File: config.mk
export PLATFORM = sky130hd
export DESIGN_NAME = bp_be_pair_dispatch
export DESIGN_NICKNAME = d
export VERILOG_FILES = /design/src/rtl/bp_be_pkg.sv /design/src/rtl/bp_be_pair_hazard.sv /design/src/rtl/bp_be_pair_dispatch.sv
export SDC_FILE = /design/constraint.sdc
export NUM_CORES = 1
export LEC_CHECK = 0
export CAP_MARGIN = 20
export CORE_AREA = 2 2 143 145
export DETAILED_ROUTE_END_ITERATION = 10
export DIE_AREA = 0 0 145 147
export GPL_ROUTABILITY_DRIVEN = 0
export PLACE_DENSITY_LB_ADDON = 0.12
export SLEW_MARGIN = 20
export SYNTH_ARGS = -nofsm -noshare
export SYNTH_HDL_FRONTEND = slang
export SYNTH_SLANG_ARGS = --single-unit
File: constraint.sdc
create_clock -name clk_i -period 4.4 [get_ports clk_i]
set_input_delay 0.88 -clock clk_i [delete_from_list [all_inputs] [get_ports clk_i]]
set_output_delay 0.88 -clock clk_i [all_outputs]
set_load 0.01 [all_outputs]
File: src/rtl/bp_be_pkg.sv
// Shared BE types and constants for the pair-dispatch slice: configuration enum,
// FE queue entry and issue packet layouts, instruction field positions.
package bp_be_pkg;

    typedef enum logic {e_bp_default_cfg} bp_params_e;

    localparam int vaddr_width_gp = 39;
    localparam int instr_width_gp = 32;
    localparam int rd_offset_gp   = 7;
    localparam int rd_width_gp    = 5;

    localparam logic [6:0] opcode_branch_gp = 7'b1100011;
    localparam logic [6:0] opcode_jal_gp    = 7'b1101111;
    localparam logic [6:0] opcode_jalr_gp   = 7'b1100111;

    typedef enum logic {e_run, e_drain} bp_be_pair_dispatch_state_e;

    typedef struct packed {
        logic [vaddr_width_gp-1:0] pc;
        logic [instr_width_gp-1:0] instr;
    } bp_fe_queue_s;

    typedef struct packed {
        logic [7:0] fu_op;
        logic       csr_v;
        logic       fence_v;
        logic       mem_v;
        logic       long_v;
        logic       irs1_v;
        logic       irs2_v;
        logic       frs1_v;
        logic       frs2_v;
        logic       frs3_v;
    } bp_be_issue_pkt_s;

    function automatic int bp_fe_queue_width(bp_params_e cfg);
        case (cfg)
            e_bp_default_cfg: return $bits(bp_fe_queue_s);
            default:          return $bits(bp_fe_queue_s);
        endcase
    endfunction

    function automatic int bp_issue_pkt_width(bp_params_e cfg);
        case (cfg)
            e_bp_default_cfg: return $bits(bp_be_issue_pkt_s);
            default:          return $bits(bp_be_issue_pkt_s);
        endcase
    endfunction

endpackage

File: src/rtl/bp_be_pair_hazard.sv
// Combinational co-issue check: decides whether the head+1 entry may dispatch
// alongside the head entry in the same cycle.
module bp_be_pair_hazard
    import bp_be_pkg::*;
(
    input  logic [rd_width_gp-1:0] i_rd1,
    input  logic [6:0]             i_opcode1,
    input  logic                   i_serial1,
    input  logic                   i_mem1,
    input  logic                   i_long1,
    input  logic                   i_serial2,
    input  logic                   i_mem2,
    input  logic                   i_long2,
    input  logic [rd_width_gp-1:0] i_src1,
    input  logic [rd_width_gp-1:0] i_src2,
    input  logic [rd_width_gp-1:0] i_src3,
    input  logic                   i_src1_v,
    input  logic                   i_src2_v,
    input  logic                   i_src3_v,
    output logic                   o_pair_ok
);

    logic w_raw;
    logic w_ctrl1;

    // rd write-enable is not decoded, so any rd match blocks the pair
    assign w_raw = (i_src1_v & (i_src1 == i_rd1))
                 | (i_src2_v & (i_src2 == i_rd1))
                 | (i_src3_v & (i_src3 == i_rd1));

    assign w_ctrl1 = (i_opcode1 == opcode_branch_gp)
                   | (i_opcode1 == opcode_jal_gp)
                   | (i_opcode1 == opcode_jalr_gp);

    assign o_pair_ok = ~(i_serial1 | i_serial2
                       | (i_mem1 & i_mem2)
                       | (i_long1 & i_long2)
                       | w_raw | w_ctrl1);

endmodule

File: src/rtl/bp_be_pair_dispatch.sv
// Dual-slot BE dispatch: acks the issue queue and registers up to two entries per cycle,
// holding off after CSR/fence until retire. BP_BE_PAIR_DISPATCH_STATS_EN adds event counters.
module bp_be_pair_dispatch
    import bp_be_pkg::*;
#(
    parameter bp_params_e bp_params_p = e_bp_default_cfg
`ifdef BP_BE_PAIR_DISPATCH_STATS_EN
    , parameter int stat_width_p = 32
`endif
    , localparam int fe_queue_width_lp  = bp_fe_queue_width(bp_params_p)
    , localparam int issue_pkt_width_lp = bp_issue_pkt_width(bp_params_p)
)(
    input  logic                          clk_i,
    input  logic                          reset_n_i,
    input  logic [fe_queue_width_lp-1:0]  fe_queue1_i,
    input  logic [fe_queue_width_lp-1:0]  fe_queue2_i,
    input  logic                          fe_queue_v1_i,
    input  logic                          fe_queue_v2_i,
    output logic                          fe_queue_yumi1_o,
    output logic                          fe_queue_yumi2_o,
    input  logic [issue_pkt_width_lp-1:0] issue_pkt1_i,
    input  logic [issue_pkt_width_lp-1:0] issue_pkt2_i,
    input  logic                          flush_i,
    input  logic                          serial_done_i,
    output logic                          dispatch_v1_o,
    output logic                          dispatch_v2_o,
    input  logic                          dispatch_ready_i,
    output logic [fe_queue_width_lp-1:0]  dispatch_fe1_o,
    output logic [fe_queue_width_lp-1:0]  dispatch_fe2_o,
    output logic [issue_pkt_width_lp-1:0] dispatch_pkt1_o,
    output logic [issue_pkt_width_lp-1:0] dispatch_pkt2_o,
    output logic                          stall_o
`ifdef BP_BE_PAIR_DISPATCH_STATS_EN
    , output logic [stat_width_p-1:0]     stat_dual_o
    , output logic [stat_width_p-1:0]     stat_single_o
    , output logic [stat_width_p-1:0]     stat_stall_o
`endif
);

    bp_fe_queue_s     w_fe1, w_fe2, r_fe1, r_fe2;
    bp_be_issue_pkt_s w_pkt1, w_pkt2, r_pkt1, r_pkt2;
    bp_be_pair_dispatch_state_e r_state, w_state_nxt;

    logic r_v1, r_v2;
    logic w_free, w_can1, w_can2, w_pair_ok, w_serial1, w_stall;

    assign w_fe1  = fe_queue1_i;
    assign w_fe2  = fe_queue2_i;
    assign w_pkt1 = issue_pkt1_i;
    assign w_pkt2 = issue_pkt2_i;

    assign w_serial1 = w_pkt1.csr_v | w_pkt1.fence_v;
    assign w_free    = ~r_v1 | dispatch_ready_i;

    // reset_n_i gates the strobes so the queue sees no yumi while reset is held
    assign w_can1  = reset_n_i & w_free & fe_queue_v1_i & (r_state == e_run) & ~flush_i;
    assign w_can2  = w_can1 & fe_queue_v2_i & w_pair_ok;
    assign w_stall = reset_n_i & fe_queue_v1_i & ~w_can1 & ~flush_i;

    bp_be_pair_hazard u_hazard (
        .i_rd1     (w_fe1.instr[rd_offset_gp +: rd_width_gp]),
        .i_opcode1 (w_fe1.instr[6:0]),
        .i_serial1 (w_serial1),
        .i_mem1    (w_pkt1.mem_v),
        .i_long1   (w_pkt1.long_v),
        .i_serial2 (w_pkt2.csr_v | w_pkt2.fence_v),
        .i_mem2    (w_pkt2.mem_v),
        .i_long2   (w_pkt2.long_v),
        .i_src1    (w_fe2.instr[19:15]),
        .i_src2    (w_fe2.instr[24:20]),
        .i_src3    (w_fe2.instr[31:27]),
        .i_src1_v  (w_pkt2.irs1_v | w_pkt2.frs1_v),
        .i_src2_v  (w_pkt2.irs2_v | w_pkt2.frs2_v),
        .i_src3_v  (w_pkt2.frs3_v),
        .o_pair_ok (w_pair_ok)
    );

    always_comb begin
        w_state_nxt = r_state;
        if (flush_i) begin
            w_state_nxt = e_run;
        end else begin
            case (r_state)
                e_run:   if (w_can1 & w_serial1) w_state_nxt = e_drain;
                e_drain: if (serial_done_i)      w_state_nxt = e_run;
                default: w_state_nxt = e_run;
            endcase
        end
    end

    always_ff @(posedge clk_i or negedge reset_n_i) begin
        if (!reset_n_i) begin
            r_state <= e_run;
        end else begin
            r_state <= w_state_nxt;
        end
    end

    always_ff @(posedge clk_i or negedge reset_n_i) begin
        if (!reset_n_i) begin
            r_v1   <= 1'b0;
            r_v2   <= 1'b0;
            r_fe1  <= '0;
            r_fe2  <= '0;
            r_pkt1 <= '0;
            r_pkt2 <= '0;
        end else if (flush_i) begin
            r_v1 <= 1'b0;
            r_v2 <= 1'b0;
        end else if (w_free) begin
            r_v1 <= w_can1;
            r_v2 <= w_can2;
            if (w_can1) begin
                r_fe1  <= w_fe1;
                r_fe2  <= w_fe2;
                r_pkt1 <= w_pkt1;
                r_pkt2 <= w_pkt2;
            end
        end
    end

    assign fe_queue_yumi1_o = w_can1;
    assign fe_queue_yumi2_o = w_can2;
    assign dispatch_v1_o    = r_v1;
    assign dispatch_v2_o    = r_v2;
    assign dispatch_fe1_o   = r_fe1;
    assign dispatch_fe2_o   = r_fe2;
    assign dispatch_pkt1_o  = r_pkt1;
    assign dispatch_pkt2_o  = r_pkt2;
    assign stall_o          = w_stall;

`ifdef BP_BE_PAIR_DISPATCH_STATS_EN
    localparam logic [stat_width_p-1:0] stat_one_lp = 1;

    logic [stat_width_p-1:0] r_dual, r_single, r_stall;

    always_ff @(posedge clk_i or negedge reset_n_i) begin
        if (!reset_n_i) begin
            r_dual   <= '0;
            r_single <= '0;
            r_stall  <= '0;
        end else begin
            if (w_can2)           r_dual   <= r_dual + stat_one_lp;
            if (w_can1 & ~w_can2) r_single <= r_single + stat_one_lp;
            if (w_stall)          r_stall  <= r_stall + stat_one_lp;
        end
    end

    assign stat_dual_o   = r_dual;
    assign stat_single_o = r_single;
    assign stat_stall_o  = r_stall;
`endif

endmodule

### Word level (Yosys, flattened, before mapping)

Index checks and enable logic that the tools add are counted.

* bitwise gates (word level): 34
* mux-type cells: 8
* equal/unequal tests: 6
* reductions and logical operators: 2

Operators with widths (number)
* $eq A7 B7 Y1 const B: 3
* $and A1 B1 Y1: 15
* $eq A5 B5 Y1: 3
* $or A1 B1 Y1: 14
* $mux W1: 7
* $not A1 Y1: 5
* $reduce_and A3 Y1: 1
* $pmux W1 S2: 1
* $reduce_bool A2 Y1: 1

* register bits: 179
* output and inout port bits: 181
* logic and storage cells: 77

### Depth between registers and ports, before layout

* word-level depth: 10
* gate-level depth with buffers: 6
* mapped depth without buffers: 4

### By module

From an unflattened synthesis, not the netlist that was laid out.

* cells, all modules: 418
* area, all modules: 6916.6 um^2

Modules (own cells, without submodules)
* bp_be_pair_dispatch: cells each 390, instances 1, area each 6698.9 um^2, sequential area each 4479.3 um^2
* bp_be_pair_hazard: cells each 28, instances 1, area each 217.7 um^2, sequential area each 0.0 um^2

### Worst setup path after synthesis

Ideal clock, no wire load.

* path kind: input port to output port
* start: input flush_i
* end: output fe_queue_yumi2_o
* arrival time: 2.025 ns
* buffers on the path: 2
* data required time: 3.520 ns
* cell stages on the path: 6
* path slack: 1.495 ns
* cell sequence: nand3b_1 -> nor3_4 -> buf_4 -> buf_6 -> nand4_1 -> nor3_1

* word-level cells in the longest chain between the ends: 4

Ends and longest elaborated chain
* from (decl): RTL line bp_be_pair_dispatch.sv:23 `input logic flush_i,`
* $not A1 Y1 (no line)
* $and A1 B1 Y1: RTL line bp_be_pair_dispatch.sv:56 `assign w_can1 = reset_n_i & w_free & fe_queue_v1_i & (r_state == e_run) & ~flush_i;`
* via fe_queue_yumi1_o: RTL line bp_be_pair_dispatch.sv:19 `output logic fe_queue_yumi1_o,`
* $and A1 B1 Y1 (2 in a row): RTL line bp_be_pair_dispatch.sv:57 `assign w_can2 = w_can1 & fe_queue_v2_i & w_pair_ok;`
* to (decl): RTL line bp_be_pair_dispatch.sv:20 `output logic fe_queue_yumi2_o,`

The timed path passes the listed nets, and every way through them passes these cells.

### Worst setup path in the final report

* start: input issue_pkt1_i[5]
* end: output fe_queue_yumi2_o

* word-level cells in the longest chain between the ends: 6

Ends and longest elaborated chain
* from (decl): RTL line bp_be_pair_dispatch.sv:21 `input logic [issue_pkt_width_lp-1:0] issue_pkt1_i,`
* $and A1 B1 Y1: RTL line bp_be_pair_hazard.sv:37 `| (i_long1 & i_long2)`
* $or A1 B1 Y1: RTL line bp_be_pair_hazard.sv:37
* $or A1 B1 Y1 (2 in a row): RTL line bp_be_pair_hazard.sv:38 `| w_raw | w_ctrl1);`
* $not A1 Y1: RTL line bp_be_pair_hazard.sv:35 `assign o_pair_ok = ~(i_serial1 | i_serial2`
* $and A1 B1 Y1: RTL line bp_be_pair_dispatch.sv:57

Every way passes these cells.

==> results.py <==
metrics = {
    "status": {
        "run_status": "completed",
    },
    "timing": {
        "fin_skew_ps": 6.01,
        "slew_headroom_pct": 22.3,
        "setup_viol": 0,
        "timing.final.ws_setup_ps": 673,
        "timing.final.crit_share_pct": 84.7,
        "worst_slew_pin_slew_ps": 1170,
        "max_freq_mhz": 268,
        "hold_viol_final": 0,
        "period_minus_slack_ps": 3730,
        "rsz0062_at_grt": "no",
        "drv_slew": 0,
        "setup_tns_ps": 0,
    },
    "global_route": {
        "gr-usage-met2_pct": 32.0,
        "grt_pass1_vias": 5435,
        "groute.usage.overall_pct": 19.0,
        "grt_pass1_wl_um": 31200,
        "gr-total-overflow": 0,
        "use_met1_pct": 21.3,
        "grt_util_met3_pct": 8.51,
        "top_usage_layer": "met2",
        "grt_max_degree": 180,
        "antenna_found_initial": 1,
    },
    "power_and_ir_drop": {
        "power.static_leakage_nw": 4.60,
        "power.clock.fraction_pct": 29.2,
        "seqPwrFrac_pct": 41.0,
        "p_switching_mw": 1.40,
        "ir_drop_mv": 0.260,
        "power.internal_mw": 3.93,
        "swShare_pct": 26.2,
        "p_per_area_nw_per_um2": 468,
        "comb_power_share_pct": 29.7,
    },
    "place": {
        "io_buffers": 363,
        "place_ws_ps": 611,
        "dp_hpwl_um": 14900,
    },
    "finish": {
        "layout.nets": 964,
        "regArea_um2": 4480,
        "num_antenna_cells": 0,
        "multi_input_area_um2": 2280,
        "drive_gt1_share_pct": 26.4,
        "final.fill_count": 1649,
        "layout_common_cells": "clkdlybuf4s50_1 (362), dfrtp_1 (179), mux2_2 (176)",
        "syn2layout_area_growth_pct": 65.7,
        "final_common_cell": "clkdlybuf4s50_1",
    },
    "floorplanning": {
        "coreArea_um2": 19800,
        "ioPinCount": 364,
        "die-area_um2": 21300,
        "die_x_um": 145,
        "rows": 52,
        "die_h_um": 147,
        "initial_core_util_pct": 34.6,
    },
    "logic_synthesis": {
        "synth_area_per_cell_um2": 16.5,
        "syn-num-nets": 599,
        "ys_ff_latch": 179,
        "yosys_warnings": 0,
        "synth_cells": 416,
        "syn_area_um2": 6870,
        "yosys.cell_types.count": 26,
        "seq_area_frac_synth_pct": 65.2,
    },
    "flow_run": {
        "max_cap_violations": 0,
    },
    "worst_setup_path": {
        "r2r_cells": 4,
        "r2r_slack_ps": 2120,
        "critPathMaxStageDelay_ps": 600,
        "worstSetupPathType": "in -> out",
        "r2r_start": "dispatch_v1_o",
        "slowest_stage": "clkdlybuf4s50_1",
        "timing.rr.end": "dispatch_fe1_o[34]",
        "setup.worst_path.start": "issue_pkt1_i[5]",
        "worst_setup_path_start_kind": "input pin",
        "cp-endpoint": "fe_queue_yumi2_o",
        "crit_top_cell": "clkdlybuf4s50_1",
        "crit_chain": "clkdlybuf4s50_1, a211o_1, a21oi_1, nand4_1, nor3_1, clkdlybuf4s50_1",
        "cp.required_ps": 3520,
        "arrival_ps": 2850,
        "crit_path_end_kind": "primary output",
        "critPathMaxFanout": 2,
    },
    "cts": {
        "cts_num_sinks": 179,
        "cts_resized": 0,
        "cts.clk_slew.worst_paths_ps": 70,
        "hold_buffers": 0,
        "post_cts_buffers": 0,
        "insertion_delay_ps": 420,
        "cts_root_buf": "clkbuf_16",
        "clock_path_buffers": 2,
        "htree_levels": 4,
        "cts_made_buffers": 17,
        "cts_tree": "built",
    },
    "routing": {
        "dr.pass1.iters": 4,
        "drcViolationCount": 0,
        "vias": 4844,
        "postRouteAntennaNets": 0,
        "drt_iter0_markers": 147,
        "detail_route.vias_per_cell": 4.55,
        "wl_per_cell_um": 18.8,
        "drt-total-wl_um": 20000,
    },
    "worst_hold_path": {
        "min_from": "dispatch_fe1_o[45]",
        "hold_class": "reg -> reg",
    },
}
## power groups by stage
| stage | logic (mW) | clock network [mW] | registers [mW] |
|---|---|---|---|
| 6_report | 1.58 | 1.56 | 2.19 |
| 5_1_grt | 1.68 | 1.69 | 2.24 |
| 4_1_cts | 1.61 | 1.60 | 2.19 |
| 3_5_place_dp | 1.60 | 0 | 2.22 |
| 3_3_place_gp | 1.58 | 0 | 2.20 |
| 2_1_floorplan | 0.371 | 0 | 2.38 |
## state kept, by name, indices dropped and copies added, names as in the netlist
register / flops
dispatch_fe1_o: 71
dispatch_fe2_o: 71
dispatch_pkt1_o: 17
dispatch_pkt2_o: 17
dispatch_v1_o: 1
dispatch_v2_o: 1
r_state: 1
## worst max-delay path, delay by kind of cell
| kind | cells | cell delay [ps] |
|---|---|---|
| and+or+nand+nor | 2 | 400 |
| AOI/OAI and AO/OA | 2 | 540 |
| buffers and inverters | 2 | 1030 |
## final cells by class
cell class | instances | area share (%)
tap | 270 | 2.97
multi-input combinational | 217 | 20.1
inverter | 1 | 0.0330
clock buffer | 19 | 3.80
clock inverter | 13 | 1.51
sequential | 179 | 39.3
timing repair buffer | 365 | 32.3
## cell usage after synthesis
| library cell | count | share of area, % |
|---|---|---|
| a211o_1 | 1 | 0.13 |
| a21o_1 | 1 | 0.11 |
| a21oi_1 | 2 | 0.15 |
| and4b_1 | 1 | 0.15 |
| buf_2 | 17 | 1.2 |
| buf_4 | 1 | 0.11 |
| buf_6 | 1 | 0.16 |
| dfrtp_1 | 179 | 65 |
| inv_1 | 1 | 0.055 |
| mux2_2 | 176 | 29 |
| nand2_1 | 2 | 0.11 |
| nand2b_1 | 2 | 0.18 |
| nand3_1 | 2 | 0.15 |
| nand3b_1 | 1 | 0.11 |
| nand4_1 | 2 | 0.18 |
| nor2_1 | 2 | 0.11 |
| nor2b_1 | 1 | 0.091 |
| nor3_1 | 2 | 0.15 |
| nor3_4 | 1 | 0.24 |
| nor3b_1 | 1 | 0.11 |
| o2111ai_1 | 2 | 0.26 |
| o21ai_0 | 1 | 0.073 |
| o22ai_1 | 1 | 0.091 |
| o31ai_1 | 1 | 0.11 |
| xnor2_1 | 13 | 1.7 |
| xor2_1 | 2 | 0.26 |
## worst min path at each step
stage,endpoint,slack [ps],cells after the start
2_1_floorplan,dispatch_v2_o,540,2
3_3_place_gp,dispatch_pkt2_o[15],490,1
3_5_place_dp,dispatch_fe2_o[58],490,1
4_1_cts,dispatch_fe1_o[57],510,1
5_1_grt,dispatch_fe1_o[54],510,1
6_report,dispatch_fe1_o[45],510,1
## metrics by stage
step	instances	util (%)	power [mW]	hold slack (ps)	instance area [um^2]
finish	1064	57.4	5.33	506	11400
global route	1064	57.4	5.60	513	11400
CTS	1064	57.4	5.41	509	11400
detailed placement	1032	54.3	3.82	494	10800
global placement	1032	54.3	3.78	488	10800
floorplan	416	-	2.75	542	6870
## per-layer routing
metal | up-vias | routed length (um)
li1 | 2202 | -
met5 | - | 13
met3 | 33 | 2030
met1 | 2363 | 7720
met4 | 2 | 511
met2 | 244 | 9760
## cell families (layout without fill, tap and decap cells)
logic type / Yosys count / count (layout) / share of synthesized area, %
AND/OR/NAND/NOR: 17 / 17 / 1.57
multiplexers: 176 / 176 / 28.8
AO/OA/AOI/OAI: 9 / 9 / 0.911
buffers and inverters: 20 / 398 / 1.57
flip-flops: 179 / 179 / 65.2
XOR/XNOR: 15 / 15 / 1.91
(Power assumes the default switching activity.)
